File: src/rtl/instr_fetch_unit.sv
// Fetch stage: PC register, instruction memory addressing and a small
// PC/instruction queue feeding decode over a valid/ready handshake.
//
// Ports:
//   clk, reset          clock, asynchronous active-low reset
//   A / RD              instruction memory address (PC) / returned word
//   redirect_valid/_pc  branch or jump redirect from execute
//   instr_valid/_ready  handshake towards decode
//   instr, instr_pc     queue head (NOP / 0 when empty)
//   instr_pc_plus4      instr_pc + 4
//   misalign_err        one-cycle pulse after a misaligned redirect
module instr_fetch_unit #(
  parameter logic [31:0] RESET_PC = 32'h0000_0000,
  parameter int          DEPTH    = 2,
  parameter logic [31:0] NOP      = 32'h0000_0013
) (
  input  logic        clk,
  input  logic        reset,
  output logic [31:0] A,
  input  logic [31:0] RD,
  input  logic        redirect_valid,
  input  logic [31:0] redirect_pc,
  output logic        instr_valid,
  input  logic        instr_ready,
  output logic [31:0] instr,
  output logic [31:0] instr_pc,
  output logic [31:0] instr_pc_plus4,
  output logic        misalign_err
);

  localparam int AW = $clog2(DEPTH);
  localparam logic [AW:0] FULL = (AW+1)'(DEPTH);

  typedef struct packed {
    logic [31:0] pc;
    logic [31:0] ins;
  } entry_t;

  entry_t        q_mem [DEPTH];
  entry_t        head;
  logic [31:0]   pc_q;
  logic [AW-1:0] wp_q;
  logic [AW-1:0] rp_q;
  logic [AW:0]   cnt_q;
  logic          mis_q;
  logic          pop;
  logic          push;

  assign instr_valid = (cnt_q != '0);
  assign pop  = instr_valid && instr_ready;
  // a pop frees a slot in the same cycle, so a full queue keeps streaming
  assign push = !redirect_valid && ((cnt_q < FULL) || pop);

  assign A            = pc_q;
  assign misalign_err = mis_q;

  assign head           = q_mem[rp_q];
  assign instr          = instr_valid ? head.ins : NOP;
  assign instr_pc       = instr_valid ? head.pc : 32'd0;
  assign instr_pc_plus4 = instr_pc + 32'd4;

  // storage needs no reset: entries are only visible through count
  always_ff @(posedge clk) begin
    if (push) begin
      q_mem[wp_q] <= '{pc: pc_q, ins: RD};
    end
  end

  always_ff @(posedge clk or negedge reset) begin
    if (!reset) begin
      pc_q  <= RESET_PC;
      wp_q  <= '0;
      rp_q  <= '0;
      cnt_q <= '0;
      mis_q <= 1'b0;
    end else if (redirect_valid) begin
      pc_q  <= {redirect_pc[31:2], 2'b00};
      wp_q  <= '0;
      rp_q  <= '0;
      cnt_q <= '0;
      mis_q <= |redirect_pc[1:0];
    end else begin
      if (push) begin
        pc_q <= pc_q + 32'd4;
        wp_q <= wp_q + AW'(1);
      end
      if (pop) begin
        rp_q <= rp_q + AW'(1);
      end
      cnt_q <= cnt_q + (AW+1)'(push) - (AW+1)'(pop);
      mis_q <= 1'b0;
    end
  end

endmodule

File: config.mk
export PLATFORM = sky130hd
export DESIGN_NAME = instr_fetch_unit
export DESIGN_NICKNAME = d
export VERILOG_FILES = /design/src/rtl/instr_fetch_unit.sv
export SDC_FILE = /design/constraint.sdc
export NUM_CORES = 1
export LEC_CHECK = 0
export CAP_MARGIN = 20
export CORE_MARGIN = 2
export CORE_UTILIZATION = 50
export CTS_CLUSTER_DIAMETER = 80
export DETAILED_ROUTE_END_ITERATION = 8
export GPL_ROUTABILITY_DRIVEN = 0
export PLACE_DENSITY = 0.89
export SLEW_MARGIN = 10
export SYNTH_ARGS = -nofsm -noshare
export SYNTH_HDL_FRONTEND = slang
export SYNTH_SLANG_ARGS = --single-unit
File: constraint.sdc
create_clock -name clk -period 8.6 [get_ports clk]
set_input_delay 1.29 -clock clk [delete_from_list [all_inputs] [get_ports clk]]
set_output_delay 1.29 -clock clk [all_outputs]
set_load 0.005 [all_outputs]
# Word level (Yosys, flattened, before mapping)

Memories as Yosys holds them, arrays and structs flattened.
Cells that the tools add are included.

Flip-flop bits (word level): 37
Bits in writable memories: 128
Input port bits: 68
Output and inout bits: 130
Logic and storage cells: 33
Memories kept: 1

$add $sub $neg: 6
Magnitude comparators: 1
Multiplexer cells: 12
Reduce and logical (&&, ||, !) cells: 8

Memories:

| memory | depth | width | read ports | clocked after Yosys merged registers in | write ports | RTL line | source |
|---|---|---|---|---|---|---|---|
| q_mem  | 2     | 64    | 1          | 0                                       | 1           | 39       | `entry_t q_mem [DEPTH];` |

Operators by type and width:

| operator                                                        | number |
|---|---|
| 32-bit 2-to-1 mux                                               | 4 |
| 32-bit by 3-bit adder with 32-bit output, second input constant | 2 |
| 1-bit 2-to-1 mux                                                | 7 |
| 2-bit nonzero test                                              | 3 |
| 1-bit adder, second input constant                              | 2 |
| 2-bit by 1-bit adder with 2-bit output                          | 1 |
| 1-bit logical AND                                               | 2 |
| 2-bit < comparator, second input constant                       | 1 |
| 2-bit 2-to-1 mux                                                | 1 |
| 2-bit OR reduction                                              | 1 |
| 2-bit by 1-bit subtractor with 2-bit output                     | 1 |
| 1-bit logical NOT                                               | 1 |
| 1-bit logical OR                                                | 1 |

# Logic depth before layout (Yosys ltp)

Gate-level depths: netlist of run 1.

Word-level depth: 7
Depth in mapped cells: 12
Depth with buffers taken out: 9

# Worst setup path after synthesis of run 1

Ideal clock, no wire load.

Path type: in2reg
From: input port redirect_valid
To: memory q_mem[0][0] (netlist bit), enable pin
Setup time: 482 ps
Arrival: 4241 ps
Data required time: 8118 ps
Path slack: 3877 ps
Cell stages on the path: 3
Path buffers: 1
Path through: clkbuf_1 > nand2b_1 > nor2_1

Cells in the longest elaborated chain, start to end: 4

RTL lines:

| item                                   | RTL line | source |
|---|---|---|
| start: declaration                     | 21       | `input logic redirect_valid,` |
| 1-bit logical NOT                      | 52       | `assign push = !redirect_valid && ((cnt_q < FULL) \|\| pop);` |
| 1-bit logical AND                      | 52       |  |
| 1-bit 2-to-1 mux                       | 64       | `if (push) begin` |
| 1-bit 2-to-1 mux (implied by the code) | 65       | `q_mem[wp_q] <= '{pc: pc_q, ins: RD};` |
| end: declaration                       | 39       |  |

No other way between the ends.

# Worst setup path after layout of run 1

From: register rp_q
To: output port instr_pc_plus4[30]

Cells in the longest elaborated chain, start to end: 3

RTL lines:

| item                                     | RTL line | source |
|---|---|---|
| start: declaration                       | 43       | `logic [AW-1:0] rp_q;` |
| start signal: assignment                 | 88       | `rp_q <= rp_q + AW'(1);` |
| memory 2 x 64 bit                        | n/a      |  |
| 32-bit 2-to-1 mux                        | 59       | `assign instr_pc = instr_valid ? head.pc : 32'd0;` |
| 32-bit by 3-bit adder with 32-bit output | 60       | `assign instr_pc_plus4 = instr_pc + 32'd4;` |
| end: declaration                         | 27       | `output logic [31:0] instr_pc_plus4,` |

No other way between the ends.

==> results of run 1 <==
-- cells in the final DEF, fill, tap and decap left out, types with 3 or more instances in the layout --
master                            count
sky130_fd_sc_hd__clkdlybuf4s50_1    190
sky130_fd_sc_hd__edfxtp_1           124
sky130_fd_sc_hd__nor2_1              64
sky130_fd_sc_hd__mux2i_1             61
sky130_fd_sc_hd__nand2_1             56
sky130_fd_sc_hd__dfrtp_1             34
sky130_fd_sc_hd__xnor2_1             34
sky130_fd_sc_hd__o21ai_0             31
sky130_fd_sc_hd__xor2_1              27
sky130_fd_sc_hd__nand3_1             19
sky130_fd_sc_hd__clkbuf_16           17
sky130_fd_sc_hd__nand4_1             14
sky130_fd_sc_hd__nor3_1              12
sky130_fd_sc_hd__nor4_1              11
sky130_fd_sc_hd__inv_1               10
sky130_fd_sc_hd__nor4_2               8
sky130_fd_sc_hd__conb_1               6
sky130_fd_sc_hd__buf_4                6
sky130_fd_sc_hd__and2_1               5
sky130_fd_sc_hd__a211oi_2             5
sky130_fd_sc_hd__and3_1               5
sky130_fd_sc_hd__clkinvlp_4           5
sky130_fd_sc_hd__nand3b_1             4
sky130_fd_sc_hd__ha_1                 4
sky130_fd_sc_hd__inv_6                4
sky130_fd_sc_hd__nor2_4               3
sky130_fd_sc_hd__nand2b_1             3
sky130_fd_sc_hd__nand3b_4             3
sky130_fd_sc_hd__and4_1               3
sky130_fd_sc_hd__clkinv_4             3
-- metrics by stage --
stage | area (um2) | utilization | setup slack, ns | hold WS, ns
3_5_place_dp | 9540 | 0.654 | 3.31 | 0.516
2_1_floorplan | 7540 | - | 3.88 | 0.485
6_report | 10100 | 0.691 | 2.86 | 0.541
5_1_grt | 10100 | 0.691 | 2.63 | 0.553
3_3_place_gp | 9540 | 0.654 | 3.49 | 0.513
4_1_cts | 10100 | 0.691 | 2.86 | 0.535
-- routing by layer --
metal / vias to the layer above / routed length (um) / track usage
met1: 2589 / 7350 / 0.282
met5: - / 0 / 0
met3: 18 / 1130 / 0.0447
met4: 0 / 205 / 0.0769
li1: 2502 / - / -
met2: 234 / 8740 / 0.366
-- area by class of cell --
class,count,area (um2),share of cell area
well taps,184,230,0.0228
repair buffers,197,1950,0.194
clock inverters,15,111,0.0110
clock buffers,17,425,0.0422
inverters,10,37.5,0.00372
flip-flops and latches,159,4600,0.457
multi-input cells,396,2720,0.270
-- flip-flops by register name, indices dropped and copies added, names as in the netlist --
signal and cells:
q_mem 124, wp_q 1, rp_q 1, misalign_err 1
cnt_q 2, A 30
-- where the power goes --
group          switching [mW]  internal [mW]  leakage [nW]  total [mW]
Sequential             0.0948          0.953          1.59        1.05
Clock                   0.299          0.370         0.248       0.670
Combinational           0.459          0.531          1.67       0.991
Total                   0.853           1.85          3.51        2.71
-- critical path, delay by kind of cell (launching register included) --
family	cells	cell delay, ns
flops	1	0.78
mux	1	0.27
xor+xnor	1	0.18
fa+ha+maj	1	0.25
compound gates	2	0.50
buf+inv	2	1.18
simple gates	3	0.81
-- worst max path at each step --
stage	depth (start not counted)	start	end	slack, ns
4_1_cts	10	rp_q	instr_pc_plus4[16]	2.86
2_1_floorplan	3	redirect_valid	q_mem[0][0]	3.88
6_report	10	rp_q	instr_pc_plus4[30]	2.86
5_1_grt	10	rp_q	instr_pc_plus4[28]	2.63
3_3_place_gp	10	rp_q	instr_pc_plus4[30]	3.49
3_5_place_dp	10	rp_q	instr_pc_plus4[16]	3.31
-- logic make-up after synthesis --
kind of cell	share of synthesized area
flip-flops	0.612
buffers and inverters	0.0318
multiplexers	0.0827
adder cells (fa/ha/maj)	0.00666
XOR/XNOR	0.0710
other	0.000499
AO/OA/AOI/OAI	0.0368
AND/OR/NAND/NOR	0.159
==> impl_table.tex, run 1 <==
\begin{tabular}{lr}
\hline
Metric & Value \\
\hline
\multicolumn{2}{l}{\textbf{Critical path}} \\
\quad Data arrival, critical path & 4.45 ns \\
\quad Slowest cell delay on critical path & between 0.7 and 0.8 ns \\
\quad Worst-path cell chain & buf\_4 > mux2\_2 > and2\_1 > ha\_1 > o21ai\_0 > a211oi\_2 > nand4\_4 > nor4\_2 > xor2\_1 > clkdlybuf4s50\_1 \\
\quad Setup slack of the most critical reg-to-reg path & 5.99 ns \\
\quad Kind of end point of the critical path & output port \\
\quad Biggest fanout along the worst timing path & 47 \\
\quad Cell with the biggest individual delay on the critical path & sky130\_fd\_sc\_hd\_\_dfrtp\_4 \\
\quad Worst path required time & about 7.3 ns \\
\quad Worst setup path class & register to output port \\
\quad FF-to-FF End & cnt\_q[1] \\
\quad Launch instance of the worst register-to-register path & cnt\_q[1] \\
\quad Sort of element at the start of the critical path & register \\
\quad R2R depth & 9 \\
\multicolumn{2}{l}{\textbf{Route}} \\
\quad Final Routed Wirelength & 17400 um \\
\quad Wire per inst & approximately 18 um \\
\quad Post-detailed-route via-to-cell ratio & 5.46 \\
\quad DRC violation total after the first TritonRoute iteration & 413 \\
\quad Total number of vias & about 5300 \\
\quad DRC violations left & 0 \\
\quad Remaining antenna violation count & 0 \\
\quad Total iterations of the first detailed-routing run & 5 \\
\multicolumn{2}{l}{\textbf{Power}} \\
\quad Power per cell area & approximately 270 nW/um2 \\
\quad Maximum vdd ir drop & 0.000162 V \\
\quad Post-route total power & 2.71 mW \\
\quad Pleak & 3.51 nW \\
\multicolumn{2}{l}{\textbf{Floorplanning}} \\
\quad Width of the chip & around 130 um \\
\quad Count of boundary I/O pins & 198 \\
\quad Starting utilization of the core area & 0.515 \\
\quad Vertical die dimension & 127 um \\
\quad Core ar. & 14600 um2 \\
\quad Die area & 16000 um2 \\
\quad Row count & 44 \\
\multicolumn{2}{l}{\textbf{STA}} \\
\quad Pins over their slew limit & 0 \\
\quad Setup Skew & 0.00597 ns \\
\quad Final setup violation count & 0 \\
\quad Total Negative Setup Slacks & 0 ns \\
\quad Period utilization & 0.668 \\
\quad Shortest clock period the worst path allows after layout & about 5.7 ns \\
\quad Slew at the pin with the worst max-slew slack & 0.814 ns \\
\quad Number of hold violations in the final report & 0 \\
\quad Timing-limited maximum frequency & $\sim$170 MHz \\
\quad Setup repair after global routing missed its margin & false \\
\quad Worst slew margin & 0.457 \\
\multicolumn{2}{l}{\textbf{Place}} \\
\quad HPWL reported at the end of detailed placement & about 12000 um \\
\quad Inst Count DP & around 950 \\
\quad I/O Buffers & 191 \\
\multicolumn{2}{l}{\textbf{Logic synthesis}} \\
\quad Number of flops mapped to enable cells by yosys & between 100 and 150 \\
\quad Synth warnings & 0 \\
\quad Cell with the most instances after synthesis & sky130\_fd\_sc\_hd\_\_edfxtp\_1 \\
\quad Synthesized instance count & approximately 590 \\
\quad Fraction of synthesized cell area taken by the top area cell type & 0.495 \\
\quad Ranking of synthesized cells by instance count & 124 x sky130\_fd\_sc\_hd\_\_edfxtp\_1, 66 x sky130\_fd\_sc\_hd\_\_nor2\_1, 61 x sky130\_fd\_sc\_hd\_\_mux2i\_1 \\
\quad Biggest area consumer among synthesized cells & sky130\_fd\_sc\_hd\_\_edfxtp\_1 \\
\quad Post-synthesis sequential area ratio & 0.612 \\
\quad Cell area after technology mapping & roughly 7500 um2 \\
\quad Count of state elements after synthesis & $\sim$160 \\
\quad Count of cell types in the netlist & 42 \\
\quad Synth area leaders & sky130\_fd\_sc\_hd\_\_edfxtp\_1 50\%, sky130\_fd\_sc\_hd\_\_dfrtp\_1 12\%, sky130\_fd\_sc\_hd\_\_mux2i\_1 8.1\% \\
\quad Most instantiated flip-flop cell in the synthesis netlist & sky130\_fd\_sc\_hd\_\_edfxtp\_1 \\
\quad Mean post-synth cell area & 12.7 um2 \\
\quad FFs w/ async S/R, synth & 0.220 \\
\multicolumn{2}{l}{\textbf{Clock network}} \\
\quad Hold-fix buffers, CTS & 0 \\
\quad Clock latency on the worst-skew pair & approximately 0.4 ns \\
\quad Post-CTS Setup Bufs & 0 \\
\quad Clock slew at the register clock pins of the worst setup and hold paths & 0.06 ns \\
\quad Clock buffer count from CTS & 17 \\
\quad TritonCTS clock tree & built \\
\quad Clock Tree Root & sky130\_fd\_sc\_hd\_\_clkbuf\_16 \\
\quad Max H-tree Level & 4 \\
\quad Total clock sinks & 159 \\
\quad Buffer depth of the longest clock path & 2 \\
\quad CTS resizes & 0 \\
\multicolumn{2}{l}{\textbf{Cells and area}} \\
\quad Number of filler cells placed in the layout & 993 \\
\quad Number of non-filler instances in the completed layout & 978 \\
\quad P\&R area growth vs syn & 34.0\% \\
\quad Number of nets in the layout & 853 \\
\quad Antenna Cells & 0 \\
\quad Share of layout cells above drive strength 1 & 0.0869 \\
\multicolumn{2}{l}{\textbf{Job}} \\
\quad Max Cap Violations & 0 \\
\multicolumn{2}{l}{\textbf{Global routing}} \\
\quad Number of antenna violations at the first check in global routing & 0 \\
\quad Grt total ovfl & 0 \\
\quad Largest net degree at the start of global routing & $\sim$70 \\
\quad Vias in the first global route & $\sim$5400 \\
\quad Global router's overall resource usage & 0.218 \\
\quad First-pass GRT wire length & $\sim$27000 um \\
\multicolumn{2}{l}{\textbf{Hold path}} \\
\quad Hold crit path type & register to register \\
\quad Instance count along the most critical hold path & 0 \\
\quad Hold wc startpoint & A[31] \\
\quad Hold-critical path endpoint & q\_mem[1][63] \\
\multicolumn{2}{l}{\textbf{Status}} \\
\quad Result of the run & finished, final reports clean \\
\hline
\end{tabular}
(Power assumes the default switching activity.)
==> run 2: changes to the inputs <==
--- a/config.mk
+++ b/config.mk
@@ -7,11 +7,11 @@
 export LEC_CHECK = 0
 export CAP_MARGIN = 20
 export CORE_MARGIN = 2
-export CORE_UTILIZATION = 50
+export CORE_UTILIZATION = 49
 export CTS_CLUSTER_DIAMETER = 80
 export DETAILED_ROUTE_END_ITERATION = 8
 export GPL_ROUTABILITY_DRIVEN = 0
-export PLACE_DENSITY = 0.89
+export PLACE_DENSITY = 0.87
 export SLEW_MARGIN = 10
 export SYNTH_ARGS = -nofsm -noshare
 export SYNTH_HDL_FRONTEND = slang
==> constraint.sdc (replaced) <==
create_clock -name clk -period 5.7 [get_ports clk]
set_input_delay 0.855 -clock clk [delete_from_list [all_inputs] [get_ports clk]]
set_output_delay 0.855 -clock clk [all_outputs]
set_load 0.005 [all_outputs]
==> run 2 against run 1 <==
Count of clock-buffer cells in the layout up 2. Sequential cell count unchanged. Worst hold slack improved by 0.041 ns. Die area increased by 2.0%. Cell count up 0.41%. Sequential power increased by 52%. Power grew 56%. Global-route usage increased by 0.78 points. Non-clock buffer count stayed put. Critical path depth down 1. Largest power group unchanged.
==> impl_table.tex, run 2 (same netlist as run 1, synthesis figures left out) <==
\begin{tabular}{lr}
\hline
Metric & Value \\
\hline
\multicolumn{2}{l}{\textbf{Floorplanning}} \\
\quad Count of boundary I/O pins & 198 \\
\quad Die area & 16400 um2 \\
\quad Core ar. & 15100 um2 \\
\quad Width of the chip & 128 um \\
\quad Row count & 45 \\
\quad Starting utilization of the core area & 0.498 \\
\quad Vertical die dimension & 128 um \\
\multicolumn{2}{l}{\textbf{Clock network}} \\
\quad Clock buffer count from CTS & 17 \\
\quad Clock slew at the register clock pins of the worst setup and hold paths & 0.07 ns \\
\quad Max H-tree Level & 4 \\
\quad Total clock sinks & 159 \\
\quad TritonCTS clock tree & built \\
\quad Buffer depth of the longest clock path & 2 \\
\quad CTS resizes & 0 \\
\quad Clock latency on the worst-skew pair & 0.43 ns \\
\quad Post-CTS Setup Bufs & 0 \\
\quad Hold-fix buffers, CTS & 0 \\
\quad Clock Tree Root & sky130\_fd\_sc\_hd\_\_clkbuf\_16 \\
\multicolumn{2}{l}{\textbf{Place}} \\
\quad HPWL reported at the end of detailed placement & roughly 13000 um \\
\quad I/O Buffers & 191 \\
\multicolumn{2}{l}{\textbf{Critical path}} \\
\quad Kind of end point of the critical path & output port \\
\quad Slowest cell delay on critical path & 0.95 ns \\
\quad Setup slack of the most critical reg-to-reg path & 3.07 ns \\
\quad Sort of element at the start of the critical path & register \\
\quad FF-to-FF End & q\_mem[1][5] \\
\quad Worst Setup EP & instr\_pc\_plus4[20] \\
\quad Data arrival, critical path & 3.87 ns \\
\quad Worst path required time & 4.85 ns \\
\quad Worst setup path class & register to output port \\
\quad Launch instance of the worst register-to-register path & cnt\_q[1] \\
\quad Worst-path cell chain & mux2\_2 > and2\_1 > ha\_1 > o21ai\_0 > a211oi\_2 > nand4\_4 > nor4\_2 > xor2\_1 > clkdlybuf4s50\_1 \\
\quad R2R depth & 4 \\
\quad Biggest fanout along the worst timing path & 54 \\
\quad Launch point of the critical path & rp\_q \\
\quad Cell with the biggest individual delay on the critical path & sky130\_fd\_sc\_hd\_\_dfrtp\_4 \\
\multicolumn{2}{l}{\textbf{Global routing}} \\
\quad Largest net degree at the start of global routing & 70 \\
\quad Vias in the first global route & 5294 \\
\quad First-pass GRT wire length & 28200 um \\
\quad Number of antenna violations at the first check in global routing & 0 \\
\quad Global router's overall resource usage & 0.225 \\
\quad Grt total ovfl & 0 \\
\multicolumn{2}{l}{\textbf{Route}} \\
\quad Total number of vias & 5318 \\
\quad Total iterations of the first detailed-routing run & 4 \\
\quad Wire per inst & between 15 and 20 um \\
\quad Final Routed Wirelength & 18000 um \\
\quad DRC violation total after the first TritonRoute iteration & 372 \\
\quad Remaining antenna violation count & 0 \\
\quad Post-detailed-route via-to-cell ratio & 5.42 \\
\quad DRC violations left & 0 \\
\multicolumn{2}{l}{\textbf{STA}} \\
\quad Total Negative Setup Slacks & 0 ns \\
\quad Final setup violation count & 0 \\
\quad Setup repair after global routing missed its margin & false \\
\quad Slew at the pin with the worst max-slew slack & about 0.79 ns \\
\quad Number of hold violations in the final report & 0 \\
\quad Period utilization & 0.829 \\
\quad Pins over their slew limit & 0 \\
\quad Setup Skew & 0.00681 ns \\
\quad Shortest clock period the worst path allows after layout & 4.73 ns \\
\quad Timing-limited maximum frequency & 212 MHz \\
\quad Worst slew margin & 0.475 \\
\multicolumn{2}{l}{\textbf{Job}} \\
\quad Max Cap Violations & 0 \\
\multicolumn{2}{l}{\textbf{Power}} \\
\quad Power per cell area & 417 nW/um2 \\
\quad Maximum vdd ir drop & $\sim$0.00027 V \\
\quad Pleak & 3.54 nW \\
\multicolumn{2}{l}{\textbf{Cells and area}} \\
\quad Leading cell type in the layout, fill and taps excluded & sky130\_fd\_sc\_hd\_\_clkdlybuf4s50\_1 \\
\quad Largest register by flop count & q\_mem \\
\quad Flip-flop count of the largest register after layout & approximately 120 \\
\quad Share of layout cells above drive strength 1 & 0.0856 \\
\quad Share of the core filled with cells & 0.672 \\
\quad P\&R area growth vs syn & 34.9\% \\
\quad Antenna Cells & 0 \\
\quad Most frequent cells in the layout & 190 x sky130\_fd\_sc\_hd\_\_clkdlybuf4s50\_1, 124 x sky130\_fd\_sc\_hd\_\_edfxtp\_1, 64 x sky130\_fd\_sc\_hd\_\_nor2\_1 \\
\quad Number of nets in the layout & 853 \\
\multicolumn{2}{l}{\textbf{Hold path}} \\
\quad Hold wc startpoint & A[31] \\
\quad Hold crit path type & register to register \\
\multicolumn{2}{l}{\textbf{Status}} \\
\quad Result of the run & finished, final reports clean \\
\hline
\end{tabular}
-- run 2: final cells by class --
class                      instances  area, um2
fill                            1062       4950
sequential                       159       4600
multi-input combinational        396       2720
timing repair buffer             197       1950
clock buffer                      19        433
tap                              188        235
clock inverter                    13        161
inverter                          10       37.5
-- run 2: worst min-delay path by stage --
stage / depth (start not counted) / slack [ns] / to
2_1_floorplan: 0 / 0.48 / q_mem[0][36]
3_3_place_gp: 0 / 0.52 / q_mem[1][63]
3_5_place_dp: 0 / 0.53 / q_mem[0][63]
4_1_cts: 0 / 0.59 / q_mem[0][55]
5_1_grt: 0 / 0.60 / q_mem[0][55]
6_report: 0 / 0.58 / q_mem[0][63]
-- run 2: worst max-delay path: cells and delay by family (launching register included) --
| family | cells | cell delay [ns] |
|---|---|---|
| xor+xnor | 1 | 0.20 |
| compound gates | 2 | 0.48 |
| buf+inv | 1 | 0.52 |
| fa+ha+maj | 1 | 0.24 |
| flops | 1 | 0.95 |
| simple gates | 3 | 0.76 |
| mux | 1 | 0.28 |
-- run 2: report_power, final --
part / switching (mW) / internal (mW)
registers: 0.161 / 1.44
clock network: 0.445 / 0.690
logic: 0.691 / 0.803
total: 1.30 / 2.93
-- run 2: through the flow --
stage          hold slack [ns]  power [mW]  worst slack (ns)  instance area, um2  cells
4_1_cts                  0.586        4.25             0.953               10100    982
6_report                 0.582        4.23             0.974               10100    982
3_3_place_gp             0.523        3.07              1.50                9550    950
2_1_floorplan            0.485        2.31              1.41                7540    597
5_1_grt                  0.597        4.44             0.658               10100    982
3_5_place_dp             0.531        3.11              1.41                9550    950
-- run 2: layer usage --
| layer | up-vias | global-route usage | part of all wire | wire, um |
|---|---|---|---|---|
| li1 | 2505 | - | - | - |
| met1 | 2587 | 0.289 | 0.42 | 7550 |
| met2 | 207 | 0.384 | 0.51 | 9210 |
| met3 | 19 | 0.0476 | 0.055 | 997 |
| met4 | 0 | 0.0743 | 0.014 | 246 |
| met5 | - | 0 | 0 | 0 |
